## src/rtl/sw_pkg.sv

```systemverilog
// Shared constants and types for the switch debouncer.
package sw_pkg;

  localparam int DEBOUNCE_CYCLES_DEF = 1000000;
  localparam int CNT_W_DEF = 20;
  localparam int SYNC_DEPTH = 2;

  typedef enum logic {
    STABLE   = 1'b0,
    COUNTING = 1'b1
  } db_state_e;

endpackage

```

## src/rtl/sw_debounce_ch.sv

```systemverilog
// One debounce channel: synchroniser, stability counter,
// clean level and registered rise/fall pulses.
module sw_debounce_ch
  import sw_pkg::*;
#(
  parameter int DEBOUNCE_CYCLES = DEBOUNCE_CYCLES_DEF,
  parameter int CNT_W = CNT_W_DEF
) (
  input  logic clk,
  input  logic rst_n,
  input  logic raw_i,
  output logic db_o,
  output logic rise_o,
  output logic fall_o
);

  localparam longint CNT_MAX = (64'd1 << CNT_W) - 1;
  localparam logic [CNT_W-1:0] LAST = CNT_W'(DEBOUNCE_CYCLES - 1);

  if (DEBOUNCE_CYCLES < 2 || longint'(DEBOUNCE_CYCLES) > CNT_MAX) begin : g_bad_cfg
    $error("sw_debounce_ch: DEBOUNCE_CYCLES out of range");
  end

  logic [SYNC_DEPTH-1:0] sync_q, sync_d;
  logic [CNT_W-1:0] cnt_q, cnt_d;
  logic db_q, db_d;
  logic rise_q, rise_d;
  logic fall_q, fall_d;
  logic sync;
  db_state_e state;

  assign sync = sync_q[SYNC_DEPTH-1];

  // Shift the raw pin through the synchroniser chain.
  always_comb begin
    sync_d = {sync_q[SYNC_DEPTH-2:0], raw_i};
  end

  // A mismatch between synced input and level means a change is pending.
  always_comb begin
    state = (sync != db_q) ? COUNTING : STABLE;
  end

  // Count stable mismatch cycles; accept the new level on the last one.
  always_comb begin
    cnt_d  = cnt_q;
    db_d   = db_q;
    rise_d = 1'b0;
    fall_d = 1'b0;
    unique case (state)
      STABLE: begin
        cnt_d = '0;
      end
      COUNTING: begin
        if (cnt_q == LAST) begin
          cnt_d  = '0;
          db_d   = sync;
          rise_d = sync;
          fall_d = ~sync;
        end else begin
          cnt_d = cnt_q + 1'b1;
        end
      end
      default: begin
        cnt_d = '0;
      end
    endcase
  end

  // Channel state registers.
  always_ff @(posedge clk or negedge rst_n) begin
    if (!rst_n) begin
      sync_q <= '0;
      cnt_q  <= '0;
      db_q   <= 1'b0;
      rise_q <= 1'b0;
      fall_q <= 1'b0;
    end else begin
      sync_q <= sync_d;
      cnt_q  <= cnt_d;
      db_q   <= db_d;
      rise_q <= rise_d;
      fall_q <= fall_d;
    end
  end

  assign db_o   = db_q;
  assign rise_o = rise_q;
  assign fall_o = fall_q;

endmodule

```

## src/rtl/sw_debounce.sv

```systemverilog
// WIDTH independent switch debounce channels.
// Optional latching toggle output: SW_DEBOUNCE_TOGGLE_EN.
module sw_debounce
  import sw_pkg::*;
#(
  parameter int WIDTH = 2,
  parameter int DEBOUNCE_CYCLES = DEBOUNCE_CYCLES_DEF,
  parameter int CNT_W = CNT_W_DEF
) (
  input  logic             clk,
  input  logic             rst_n,
  input  logic [WIDTH-1:0] sw_raw,
  output logic [WIDTH-1:0] sw_db,
  output logic [WIDTH-1:0] sw_rise,
  output logic [WIDTH-1:0] sw_fall
`ifdef SW_DEBOUNCE_TOGGLE_EN
  ,
  output logic [WIDTH-1:0] sw_toggle
`endif
);

  for (genvar i = 0; i < WIDTH; i++) begin : g_ch
    sw_debounce_ch #(
      .DEBOUNCE_CYCLES(DEBOUNCE_CYCLES),
      .CNT_W(CNT_W)
    ) u_ch (
      .clk(clk),
      .rst_n(rst_n),
      .raw_i(sw_raw[i]),
      .db_o(sw_db[i]),
      .rise_o(sw_rise[i]),
      .fall_o(sw_fall[i])
    );
  end

`ifdef SW_DEBOUNCE_TOGGLE_EN
  logic [WIDTH-1:0] tog_q, tog_d;

  always_comb begin
    tog_d = tog_q ^ sw_rise;
  end

  // Flip each latch on the cycle after its rise pulse.
  always_ff @(posedge clk or negedge rst_n) begin
    if (!rst_n) begin
      tog_q <= '0;
    end else begin
      tog_q <= tog_d;
    end
  end

  assign sw_toggle = tog_q;
`endif

endmodule

```

## config.mk

```make
export PLATFORM = sky130hd
export DESIGN_NAME = sw_debounce
export DESIGN_NICKNAME = d
export VERILOG_FILES = /design/src/rtl/sw_pkg.sv /design/src/rtl/sw_debounce_ch.sv /design/src/rtl/sw_debounce.sv
export SDC_FILE = /design/constraint.sdc
export NUM_CORES = 1
export LEC_CHECK = 0
export BUFFER_PORTS_ARGS = -buffer_cell sky130_fd_sc_hd__buf_2
export CORE_ASPECT_RATIO = 0.6
export CORE_MARGIN = 2
export CORE_UTILIZATION = 60
export CTS_CLUSTER_DIAMETER = 200
export CTS_CLUSTER_SIZE = 12
export DETAILED_ROUTE_END_ITERATION = 16
export GPL_TIMING_DRIVEN = 1
export PLACE_DENSITY = 0.86
export SLEW_MARGIN = 20
export SYNTH_ARGS = -nofsm -noshare
export SYNTH_HDL_FRONTEND = slang
export SYNTH_SLANG_ARGS = --single-unit
```

## constraint.sdc

```tcl
create_clock -name clk -period 2.66 [get_ports clk]
set_input_delay 0.133 -clock clk [delete_from_list [all_inputs] [get_ports clk]]
set_output_delay 0.133 -clock clk [all_outputs]
set_load 0.05 [all_outputs]
```

==> results of run 1 <==
logic make-up after synthesis:
family,Yosys count
buffers and inverters,15
AND/OR/NAND/NOR,113
XOR/XNOR,30
multiplexers,3
flip-flops,50
AO/OA/AOI/OAI,16
adder cells (fa/ha/maj),2
worst max-delay path by stage:
stage                                 startpoint                 to  slack (ns)
after floorplan           g_ch[0].u_ch.cnt_q[12]  g_ch[0].u_ch.db_o        0.54
final                     g_ch[0].u_ch.cnt_q[12]  g_ch[0].u_ch.db_o        0.46
after global placement    g_ch[0].u_ch.cnt_q[12]  g_ch[0].u_ch.db_o        0.49
after global routing      g_ch[0].u_ch.cnt_q[12]  g_ch[0].u_ch.db_o        0.40
after CTS                 g_ch[0].u_ch.cnt_q[12]  g_ch[0].u_ch.db_o        0.45
after detailed placement  g_ch[0].u_ch.cnt_q[12]  g_ch[0].u_ch.db_o        0.47
cell usage after synthesis (2+ instances only):
cell type                  number
sky130_fd_sc_hd__xor2_1         9
sky130_fd_sc_hd__nand4b_1       2
sky130_fd_sc_hd__nor4_1         9
sky130_fd_sc_hd__nand3_1       14
sky130_fd_sc_hd__ha_1           2
sky130_fd_sc_hd__nand4_1        8
sky130_fd_sc_hd__or4_1          2
sky130_fd_sc_hd__a21oi_1        5
sky130_fd_sc_hd__and3_1         7
sky130_fd_sc_hd__nor2_1        36
sky130_fd_sc_hd__nor3_1         8
sky130_fd_sc_hd__buf_4          6
sky130_fd_sc_hd__or3_1          7
sky130_fd_sc_hd__clkbuf_1       3
sky130_fd_sc_hd__inv_1          5
sky130_fd_sc_hd__nor3b_1        4
sky130_fd_sc_hd__nand2_1       10
sky130_fd_sc_hd__dfrtp_1       50
sky130_fd_sc_hd__xnor2_1       21
sky130_fd_sc_hd__o21ai_0        4
sky130_fd_sc_hd__o221ai_1       2
repair_timing:
| item | 4_1_cts | 5_1_grt |
|---|---|---|
| hold buffers | 2 | 1 |
| endpoints found under the hold margin | 2 | 50 |
| gates resized for setup | 0 | 0 |
| setup buffers | 0 | 0 |
power breakdown:
| part | internal (mW) | switching (mW) | leakage, nW |
|---|---|---|---|
| logic | 0.0175 | 0.0308 | 0.338 |
| clock network | 0.282 | 0.252 | 0.0585 |
| registers | 0.770 | 0.0124 | 0.684 |
flip-flops by register name, indices dropped and copies added, names as in the netlist:
name              count
g_ch.u_ch.cnt_q      40
g_ch.u_ch.fall_o      2
g_ch.u_ch.rise_o      2
g_ch.u_ch.db_o        2
g_ch.u_ch.sync_q      4
layout make-up:
type | instances | area share
inverter | 5 | 0.00724
multi-input combinational | 164 | 0.396
timing repair buffer | 18 | 0.0473
clock inverter | 3 | 0.0169
clock buffer | 5 | 0.0266
sequential | 50 | 0.483
tap | 47 | 0.0227
per-layer routing:
metal  GRT usage  part of all wire  vias up  routed length, um
met5           0                 0        -                  0
met4      0.0397            0.0044        0                 19
met3      0.0535             0.043        2                188
met2       0.299              0.41       39               1760
met1       0.348              0.54      820               2350
li1            -                 -      837                  -
==> run summary, run 1 <==
Post-synthesis area per instance: 10.3 um2. The remaining number of nets flagged by the antenna check after routing was 0; the number of cells on the critical path was 4. The initial antenna violation count came out at 0. Leaving out fill and tap cells, the most frequent cell in the layout is sky130_fd_sc_hd__dfrtp_1. Of all nets on the critical path, the largest fanout is 6. During I/O placement, the number of pins put on the boundary was 10.

The HPWL after detailed placement is 3.03 mm. The worst ir drop on vdd is 411 uV, and the static leakage is 1.08 nW. Hold timing on the final database bottoms out at a slack of 0.359 ns. The clock passes through at most 2 buffers.

For the worst-skew pair, the clock arrives at the later sink with an insertion delay of 0.30 ns. The tools report the kind of end point of the critical path as a register. Synthesis produced a netlist whose cell count is 229. The data arrival time of the critical path came out at 2.39 ns. In this design, the largest share of critical-path delay is due to simple AND/OR/NAND/NOR gates.

At the end of routability-driven placement, the weighted congestion stood at 0.849. The die is 52.6 um tall. In this run the cell area measured after placement is 0.00245 mm2. The flow ran to the end, and the final reports show no timing, DRC or antenna violations. The initialized floorplan defines 17 standard-cell rows.

The initial core utilization was 0.634. The dominant combinational cell family by area after synthesis was simple AND/OR/NAND/NOR gates. Subtracting the final worst setup slack from the clock period gives 2.20 ns. After detailed placement, the design holds a cell count of 281. The startpoint class of the critical path was a register. The number of detailed-routing iterations run before antenna repair is 4.

In the post-synthesis netlist, the biggest area contributors are sky130_fd_sc_hd__dfrtp_1, sky130_fd_sc_hd__xnor2_1, sky130_fd_sc_hd__nor2_1. The clock arrives with 0.00592 ns of skew. The floorplan die width is 84.9 um. The tools report the wire length of the first global-routing pass as 7.49 mm. Leaving out fill and tap cells, the most frequent cells in the layout are sky130_fd_sc_hd__dfrtp_1, sky130_fd_sc_hd__nor2_1, sky130_fd_sc_hd__xnor2_1.

The net count of the finished layout is 250. Dividing total power by cell area gives a power density of 527 mW/mm2. The simple-gate share of the synthesized area came out at 0.251. The signal on the critical path passes through or4_1, or4_4, or2_4, mux2_4. The tools report the number of fill cells in the layout as 270. Measured in cells, the most critical reg-to-reg path has a length of 4. The share of the cycle needed by the critical path after routing is 0.828. Largest area contributor in the synthesized netlist: sky130_fd_sc_hd__dfrtp_1. For this block, the via count after detailed routing is 1698.

Setup violations remaining at the end of the flow were counted as 0. The critical path is of the register to register type. Using the TritonRoute via totals, the vias-per-cell ratio works out to 5.82.

The fraction of the yosys area taken by sequential cells was 0.531; the count of clock tree sinks was 50. The tree is rooted in a sky130_fd_sc_hd__clkbuf_8. The multi-input combinational cells in the finished layout cover a total of 0.00103 mm2. TritonCTS built the clock tree. TritonCTS created 5 clock buffers.

Commonest register cell after synthesis: sky130_fd_sc_hd__dfrtp_1. The max-slew headroom at the worst pin is 0.536, and the final core utilization is 0.696. Setup slack closes at 0.457 ns. The synthesized netlist occupies a cell area of 0.00236 mm2. The run gives 0 as the global-route congestion overflow total.

At the placement stage, the worst setup path has a slack of 0.467 ns. Counting both buffers and inverters, the worst setup path holds a total of 0. The run gives 0 ns as the sum of negative setup slack. For this run, the number of Yosys warnings is 0. From synthesis to final layout, the design area changed by 9.87%. The number of buffers inserted by port buffering was 9; the synthesis-stage register bit count was 50. The area fraction in compound gates after synthesis works out to 0.0467. The count of pins over their slew limit came out at 0. The tools report the reg2reg setup slack as 0.46 ns. Worst min-delay path startpoint: g_ch[0].u_ch.sync_q[0].

The net count of the mapped netlist was 235; the number of hold violations in the final report was 0. The worst hold path depth was 0. The adder-cell share of the synthesized area is 0.0106, and the die footprint is 0.00446 mm2.

The first-iteration detailed-routing DRC count was 124. Setup repair after global routing left no endpoint under its margin. The max capacitance violation total is 0, and the top-area cell type share of the netlist area is 0.531. The tools report the total routing resource utilization after global routing as 0.218.

The pin count of the biggest net entering global routing was 51; the fraction of registers with async set/reset was 1.00. Yosys mapped a number of flops with a built-in enable equal to 0. The run gives 0.00372 mm2 as the floorplan core area. The tightest min-delay check is of the register to register type. The via count of the first global-routing pass was 1547; the sequential standard cell area was 0.00125 mm2. The run gives 0 as the diode insertion count for antenna repair. The stage delay of the slowest cell on the critical path is 0.54 ns. The tools report the hold-critical path endpoint as g_ch[0].u_ch.sync_q[1]. The number of different library cells used by synthesis comes to 36. After layout, the design draws a total of 1.36 mW.

The count of cells in the finished layout, fillers not included, comes to 292. STA puts the critical path data required time at 2.85 ns. Dividing the detail-routed wire length by the instance count gives 14.8 um.

The post-CTS clock slew at the launch and capture registers of the worst setup and hold paths was 0.09 ns. In this run the critical register-to-register path is captured at g_ch[0].u_ch.db_o. Among all stages on the critical path, the largest delay is contributed by sky130_fd_sc_hd__or4_1. The routed design has 4.33 mm of wire. The fraction of final layout cells with drive strength greater than 1 works out to 0.118. The highest achievable clock rate was 454 MHz. The tools report the reg-to-reg critical path startpoint as g_ch[0].u_ch.cnt_q[12]. The post-route standard cell area excluding fillers was 0.00259 mm2.

The run gives 2 as the level count of the clock H-tree. The tools report the final routed DRC violation total as 0. The slew at the pin closest to its max-slew limit works out to 0.689 ns.

The share of cell area taken by muxes after synthesis is 0.0154. Synthesized-area fraction occupied by xor and xnor cells: 0.111.
Power figures use the tool's default switching activity.
==> run 2: changes to the inputs <==
ABC_AREA = 1   (was default)
CORE_UTILIZATION = 61   (was 60)
PLACE_DENSITY = 0.87   (was 0.86)
clock period = 2.3 ns   (was 2.66 ns; I/O delays follow)
==> run 2 against run 1 <==
- clock power grew 0.7%
- count of clock-buffer cells in the layout up 2
- via count rose by 29%
- routed wire length grew 32%
- die area grew 9.9%
- global-route usage rose by 4.6 points
- cell area rose by 10%
- non-clock buffer count decreased by 4
- critical path depth rose by 4
- first-iteration DRC count increased by 57%
- core utilization decreased by 0.65 points
==> run summary, run 2 <==
Post-DP HPWL: 4.29 mm (+41%). Setup repair after global routing left no endpoint under its margin. The kind of cell with the highest combined delay along the critical path is simple AND/OR/NAND/NOR gates.

The post-route standard cell area excluding fillers was 0.00286 mm2 (+10%); the total power was 1.50 mW (+9.9%). The vertical die dimension works out to 55.1 um (+4.8%). The worst setup path is captured at a register.

The total placed cells including tap cells came out at 397 (+41%). The register with the most flip-flops in the final layout is g_ch.u_ch.cnt_q. The cell sitting at the root of the clock tree is a sky130_fd_sc_hd__clkbuf_8. The worst setup path is of the register to register kind.

The net count of the mapped netlist is 339 (+44%), and the number of buffers inserted by port buffering is 9 (unchanged). Yosys instantiated no cell more often than sky130_fd_sc_hd__nor2_1. The end point of the critical path was g_ch[0].u_ch.cnt_q[9]. The run gives 2182 (+29%) as the total via count after detailed routing. The logs give 0.889 (+4.7%) for the placer's final routability congestion estimate and 0.804 ns (+0.337 ns) for the post-placement setup slack.

For the number of fill cells in the layout, the log shows 315 (+17%). The logs give 0 ns (unchanged) for the sum of negative setup slack and 0 (unchanged) for the max capacitance violation total. The relative area change from synthesis to final layout is 7.79%, and the wire length of the first global-routing pass is 9.43 mm (+26%). The run gives 2028 (+31%) as the via count of the first global-routing pass.

The tightest min-delay check is of the register to register type. The synthesis-stage register bit count was 50 (unchanged); the maximum net fanout on the critical path was 7 (+1). The count of clock tree sinks was 50 (unchanged); the fraction of the yosys area taken by sequential cells was 0.472 (-0.0586). The worst setup path is launched from a register.

The largest area contributor in the synthesized netlist is sky130_fd_sc_hd__dfrtp_1. The static leakage came out at 1.27 nW (+18%). The most common cell after layout, fill and taps aside is sky130_fd_sc_hd__nor2_1. The initial core utilization was 0.640 (+0.00618). The worst hold slack is 0.360 ns (+0.000891 ns), and the level count of the clock H-tree is 2 (unchanged). The floorplan die width is 89.1 um (+4.9%), and the post-CTS clock slew at the launch and capture registers of the worst setup and hold paths is 0.09 ns (about the same).

The number of standard cells in the layout, taps in and fillers out was 408 (+40%); the power density relative to cell area was 525 mW/mm2 (-0.34%). The pin count of the biggest net entering global routing was 42 (-18%); the critical path buffer and inverter count was 1 (+1). The average wire per cell in the routed design is 13.9 um (-5.9%), and the worst endpoint required time is 2.50 ns (-0.35 ns). The run finished with clean final reports. The number of enable-type register cells in the synthesized netlist was 0 (unchanged).

The tools report the first-iteration detailed-routing DRC count as 195 (+57%). Worst-case setup margin in the final layout: 0.790 ns (+0.333 ns). For the max-slew headroom at the worst pin, the log shows 0.395 (-0.141). The run gives 0 (unchanged) as the global-route congestion overflow total. The remaining number of nets flagged by the antenna check after routing was 0 (unchanged).

Yosys attributes the largest share of cell area to sky130_fd_sc_hd__dfrtp_1, sky130_fd_sc_hd__nor2_1, sky130_fd_sc_hd__nand2_1. The slew at the pin closest to its max-slew limit came out at 0.907 ns (+0.218 ns). Largest clock skew in the final design: 0.00827 ns (+0.00235 ns). The signal on the critical path passes through ha_1, nand2_1, nor2_1, nand2_1, nor2_4, a21oi_4, inv_2, nor2_1. Final core utilization: 0.690 (-0.00652).

Worst ir drop on vdd: 264 uV (-36%). The largest registers in the layout are g_ch.u_ch.cnt_q x40, g_ch.u_ch.sync_q x4. The initial antenna violation count was 0 (unchanged); the die footprint was 0.00491 mm2 (+9.9%).

For the maximum buffer depth of the clock tree, the log shows 2 (unchanged). The tools report the number of nets in the finished design as 353 (+41%). The stage delay of the slowest cell on the critical path came out at 0.38 ns (-0.16 ns). The number of cells on the critical path works out to 8 (+4).

The row count is 18 (+1). The fraction of registers with async set/reset is 1.00 (unchanged). The run gives 0 (unchanged) as the diode insertion count for antenna repair. The reg-to-reg critical path startpoint is g_ch[0].u_ch.cnt_q[0]. The number of clock buffers inserted by TritonCTS was 5 (unchanged); the fraction of final layout cells with drive strength greater than 1 was 0.132 (+0.0138).

Final critical delay including setup and external delays: 1.51 ns (-0.693 ns). The count of warnings emitted by yosys came out at 0 (unchanged). The endpoint identified for the worst register-to-register timing path is g_ch[0].u_ch.cnt_q[9]. Origin of the worst setup path: g_ch[0].u_ch.cnt_q[0]. The depth of the worst register-to-register path works out to 8 (+4). The netlist area before placement is 0.00265 mm2 (+12%). The number of standard cells after synthesis is 333 (+45%). Count of boundary I/O pins: 10 (unchanged).

TritonCTS built the clock tree. The tools report the data arrival time of the critical path as 1.71 ns (-0.68 ns). Number of detailed-routing iterations run before antenna repair: 5 (+1). The number of flip-flops under the largest register name is 40 (unchanged), and the count of distinct cell types in the synthesized netlist is 26 (-28%). Number of hold violations in the final report: 0 (unchanged). The total length of routed wires is 5.69 mm (+32%), and the share of the cycle needed by the critical path after routing is 0.657 (-0.172). The floorplan core area came out at 0.00414 mm2 (+11%). The top-area cell type share of the netlist area was 0.472 (-0.0586).

The tools report the cell area reported after detailed placement as 0.00274 mm2 (+12%). Among all stages on the critical path, the largest delay is contributed by sky130_fd_sc_hd__dfrtp_1. The tools report the count of buffers added by post-CTS timing repair for setup as 0 (unchanged). The commonest cells after synthesis are sky130_fd_sc_hd__nor2_1, sky130_fd_sc_hd__nand2_1, sky130_fd_sc_hd__dfrtp_1. The count of pins over their slew limit was 0 (unchanged).

The latest clock arrival within the worst-skew pair came out at 0.31 ns (about the same). The logs give 0.00125 mm2 (unchanged) for the sequential standard cell area and 0.00123 mm2 (+19%) for the multi-input logic area. The top cell types in the final layout, fill and taps aside, are sky130_fd_sc_hd__nor2_1, sky130_fd_sc_hd__nand2_1, sky130_fd_sc_hd__dfrtp_1. The tools report the highest achievable clock rate as 662 MHz (+46%). The reg2reg setup slack is 0.79 ns (+0.33 ns), and the post-synthesis area per instance is 7.96 um2 (-23%). The ratio of routed vias to standard cells works out to 5.35 (-8.0%). Commonest register cell after synthesis: sky130_fd_sc_hd__dfrtp_1. The logs give 0 (unchanged) for the final number of setup-violating endpoints and 0 (unchanged) for the final routed DRC violation total. The total routing resource utilization after global routing is 0.264 (+0.0461).
==> run 2: cell count changes after synthesis, sizes merged, moves of 9 or more <==
cell | before | now
nand2 | 10 | 68
nand3 | 14 | 24
nor2 | 36 | 99
inv | 5 | 33
xnor2 | 21 | 6
nor4 | 9 | 0
==> run 2: worst min path at each step <==
stage / depth (start not counted) / from / slack, ns / to
3_3_place_gp: 1 / sw_raw[1] / 0.22 / g_ch[1].u_ch.sync_q[0]
4_1_cts: 0 / g_ch[0].u_ch.sync_q[0] / 0.36 / g_ch[0].u_ch.sync_q[1]
5_1_grt: 0 / g_ch[1].u_ch.sync_q[0] / 0.37 / g_ch[1].u_ch.sync_q[1]
2_1_floorplan: 0 / rst_n / -0.18 / g_ch[0].u_ch.cnt_q[0]
3_5_place_dp: 1 / sw_raw[1] / 0.23 / g_ch[1].u_ch.sync_q[0]
6_report: 0 / g_ch[0].u_ch.sync_q[0] / 0.36 / g_ch[0].u_ch.sync_q[1]
==> run 2: cell type report <==
type | count | area share
clock buffers | 7 | 0.0302
clock inverters | 1 | 0.00175
inverters | 33 | 0.0433
multi-input cells | 243 | 0.429
flip-flops and latches | 50 | 0.438
well taps | 60 | 0.0263
repair buffers | 14 | 0.0315
==> run 2: power breakdown <==
group,switching (mW),internal [mW],leakage (nW)
registers,0.00868,0.890,0.684
logic,0.0437,0.0194,0.539
clock network,0.295,0.243,0.0482
==> run 2: cell families after synthesis <==
| kind of cell | Yosys count | share of synthesized area |
|---|---|---|
| DFF | 50 | 0.472 |
| AOI/OAI and AO/OA | 15 | 0.0344 |
| adders and majority gates | 2 | 0.00944 |
| buffers and inverters | 40 | 0.0656 |
| and+or+nand+nor | 207 | 0.356 |
| xor gates and xnor gates | 19 | 0.0628 |
==> run 2: timing repair <==
action                                 in CTS  in global routing
endpoints found under the hold margin      42                  0
hold buffers                                3                  0
gates resized for setup                     0                  0
==> run 2: layer usage <==
layer / global-route usage / vias up / wire, um
li1: - / 1062 / -
met1: 0.380 / 1009 / 2750
met2: 0.375 / 100 / 2380
met3: 0.0786 / 11 / 462
met4: 0.0995 / 0 / 95
met5: 0 / - / 0
==> run 3: changes to the inputs <==
ABC_AREA = 0   (was 1)
CORE_UTILIZATION = 54   (was 61)
PLACE_DENSITY = 0.82   (was 0.87)
clock period = 1.3 ns   (was 2.3 ns; I/O delays follow)
==> run 3 against run 2 <==
- the run now ends with negative setup slack left
- critical path type unchanged
- highest routed layer unchanged
- via count rose by 7.6%
- largest cell class unchanged
- clock power rose by 78%
- sequential cell count did not move
- non-clock buffer count rose by 78
- register-to-register slack got worse by 1.6 ns
- core utilization rose by 14 points
- combinational power rose to 3.5 times the previous value
- count of clock-buffer cells in the layout did not move
- die area rose by 0.46%
- cell area rose by 20%
==> run summary, run 3 (synthesis gave the netlist of run 1 again) <==
Number of clock buffers inserted by TritonCTS: 5 (unchanged). The max-slew headroom at the worst pin is 0.709 (+0.314), and the average wire per cell in the routed design is 20.7 um (+49%). The slew at the pin closest to its max-slew limit was 0.435 ns (-0.472 ns). The origin of the worst setup path was g_ch[0].u_ch.cnt_q[15].

The logs give 0.831 (+0.141) for the final core utilization and 46 (+46) for the final number of setup-violating endpoints. The post-route standard cell area excluding fillers was 0.00344 mm2 (+20%); the static leakage was 1.47 nW (+16%). The diode insertion count for antenna repair was 0 (unchanged); the count of boundary I/O pins was 10 (unchanged). The worst setup path is of the register to register kind.

The number of standard cells in the layout, taps in and fillers out is 379 (-7.1%), and the total placed cells including tap cells is 350 (-12%). For the number of fill cells in the layout, the log shows 221 (-30%). The pin count of the biggest net entering global routing is 51 (+21%). The wire length of the first global-routing pass came out at 10.6 mm (+13%).

For the final routed DRC violation total, the log shows 0 (unchanged). The total power is 2.77 mW (+84%). For the total via count after detailed routing, the log shows 2348 (+7.6%). For the via count of the first global-routing pass, the log shows 2147 (+5.9%). STA classifies the critical path endpoint as a register.

The largest clock skew in the final design came out at 0.0176 ns (+0.00931 ns). Setup repair after global routing could not meet its margin everywhere. The relative area change from synthesis to final layout was 45.9%; the remaining number of nets flagged by the antenna check after routing was 0 (unchanged).

The number of buffers inserted by port buffering was 9 (unchanged). Post-CTS clock slew at the launch and capture registers of the worst setup and hold paths: 0.10 ns (about the same). The count of clock tree sinks came out at 50 (unchanged). The run gives 0 (unchanged) as the global-route congestion overflow total. Buffer type at the clock tree root: sky130_fd_sc_hd__clkbuf_8. The final critical delay including setup and external delays is 2.11 ns (+0.601 ns), and the number of flip-flops under the largest register name is 40 (unchanged).

The floorplan die width was 89.3 um (+0.24%). The power density relative to cell area is 804 mW/mm2 (+53%), and the depth of the worst register-to-register path is 6 (-2). The total routing resource utilization after global routing was 0.299 (+0.0347); the reg2reg setup slack was -0.81 ns (-1.60 ns). For the row count, the log shows 18 (unchanged). The run gives 0.569 (-0.0707) as the initial core utilization.

Data arrival time of the critical path: 2.30 ns (+0.59 ns). The floorplan core area was 0.00414 mm2 (unchanged); the worst-case setup margin in the final layout was -0.811 ns (-1.60 ns). The worst hold slack was 0.264 ns (-0.0959 ns); the number of hold violations in the final report was 0 (unchanged). The critical path ends at g_ch[0].u_ch.cnt_q[6].

Fraction of final layout cells with drive strength greater than 1: 0.448 (+0.316). The cell area reported after detailed placement came out at 0.00294 mm2 (+7.5%). In this run the critical register-to-register path is launched from g_ch[0].u_ch.cnt_q[15]. The path class of the tightest hold or removal check is primary input to asynchronous set/reset pin. The largest registers in the layout are g_ch.u_ch.cnt_q x40, g_ch.u_ch.sync_q x4. Leaving out fill and tap cells, the most frequent cell in the layout is sky130_fd_sc_hd__buf_4. The checks that failed: negative setup slack. The post-DP HPWL is 3.91 mm (-8.8%). The register name with the most flops is g_ch.u_ch.cnt_q. The worst endpoint required time was 1.49 ns (-1.01 ns).

The logs give 0 (unchanged) for the initial antenna violation count and 0 (unchanged) for the count of pins over their slew limit. The worst setup path is launched from a register. The tools report the total length of routed wires as 7.85 mm (+38%).

The number of nets in the finished design was 324 (-8.2%); the ratio of routed vias to standard cells was 6.20 (+16%). In this run the critical register-to-register path is captured at g_ch[0].u_ch.cnt_q[6]. The sum of negative setup slack was -31.32 ns (-31.32 ns); the highest achievable clock rate was 474 MHz (-28%).

The run gives 2 (unchanged) as the maximum buffer depth of the clock tree. The vertical die dimension is 55.2 um (+0.23%). The maximum net fanout on the critical path came out at 5 (-2).

Max capacitance violation total: 0 (unchanged). For the number of detailed-routing iterations run before antenna repair, the log shows 5 (unchanged). The logs give -0.762 ns (-1.57 ns) for the post-placement setup slack and 0.32 ns (about the same) for the latest clock arrival within the worst-skew pair. Worst ir drop on vdd: 790 uV (+200%).

Level count of the clock H-tree: 2 (unchanged). The top cell types in the final layout, fill and taps aside, are sky130_fd_sc_hd__buf_4, sky130_fd_sc_hd__dfrtp_1, sky130_fd_sc_hd__xnor2_1. The run finished, with violations left. Placer's final routability congestion estimate: 0.805 (-9.5%). The logs give 228 (+17%) for the first-iteration detailed-routing DRC count and 0.00493 mm2 (+0.46%) for the die footprint. TritonCTS built the clock tree. The share of the cycle needed by the critical path after routing came out at 1.62 (+0.967).
[run 3: changes by cell type in the layout (fill, tap and decap cells not counted), sizes merged, moves of 4 or more]
cell	before	now
and3	0	7
buf	11	89
inv	33	5
nand2	68	10
nand3	24	14
nor2	99	36
nor4	0	9
or3	0	7
xnor2	6	21
xor2	13	9
[run 3: cell type report]
class | count | area, um2 | area share
clock buffer | 7 | 86.3 | 0.0251
multi-input combinational | 164 | 1250 | 0.364
timing repair buffer | 92 | 754 | 0.219
inverter | 5 | 18.8 | 0.00545
clock inverter | 1 | 5.00 | 0.00145
sequential | 50 | 1250 | 0.364
tap | 60 | 75.1 | 0.0218
[run 3: power breakdown]
part           switching, mW  total, mW  leakage (nW)  internal [mW]
clock                  0.526      0.956        0.0482          0.431
combinational          0.118      0.219         0.737          0.101
sequential            0.0163       1.59         0.684           1.58
[run 3: metal layers]
metal / global-route usage / vias up / share of wire
met2: 0.464 / 176 / 0.47
met5: 0 / - / 0
met1: 0.409 / 1153 / 0.40
li1: - / 983 / -
met3: 0.0712 / 36 / 0.096
met4: 0.122 / 0 / 0.037
[run 3: worst min path at each step]
stage,from,endpoint,slack [ns],cells past startpoint
global route,rst_n,g_ch[1].u_ch.cnt_q[6],0.30,3
detailed placement,rst_n,g_ch[0].u_ch.cnt_q[13],0.07,2
finish,rst_n,g_ch[1].u_ch.cnt_q[2],0.26,3
global placement,rst_n,g_ch[0].u_ch.cnt_q[13],0.07,2
CTS,rst_n,g_ch[1].u_ch.cnt_q[2],0.27,3
floorplan,rst_n,g_ch[0].u_ch.cnt_q[0],-0.23,0
[run 3: critical path, stage by stage (launching register included)]
cell                      delay [ns]
sky130_fd_sc_hd__dfrtp_1        0.40
sky130_fd_sc_hd__or4b_1         0.52
sky130_fd_sc_hd__or4_4          0.50
sky130_fd_sc_hd__buf_6          0.14
sky130_fd_sc_hd__o21ai_4        0.20
sky130_fd_sc_hd__buf_6          0.16
sky130_fd_sc_hd__nor2_1         0.07
[run 3: repair_timing]
action	in CTS	in global routing
setup endpoints to repair	46	46
hold endpoints to repair	52	0
gates resized for setup	18	43
pin swaps	4	12
hold buffers	3	0
buffers inserted	9	7
gates cloned	3	1
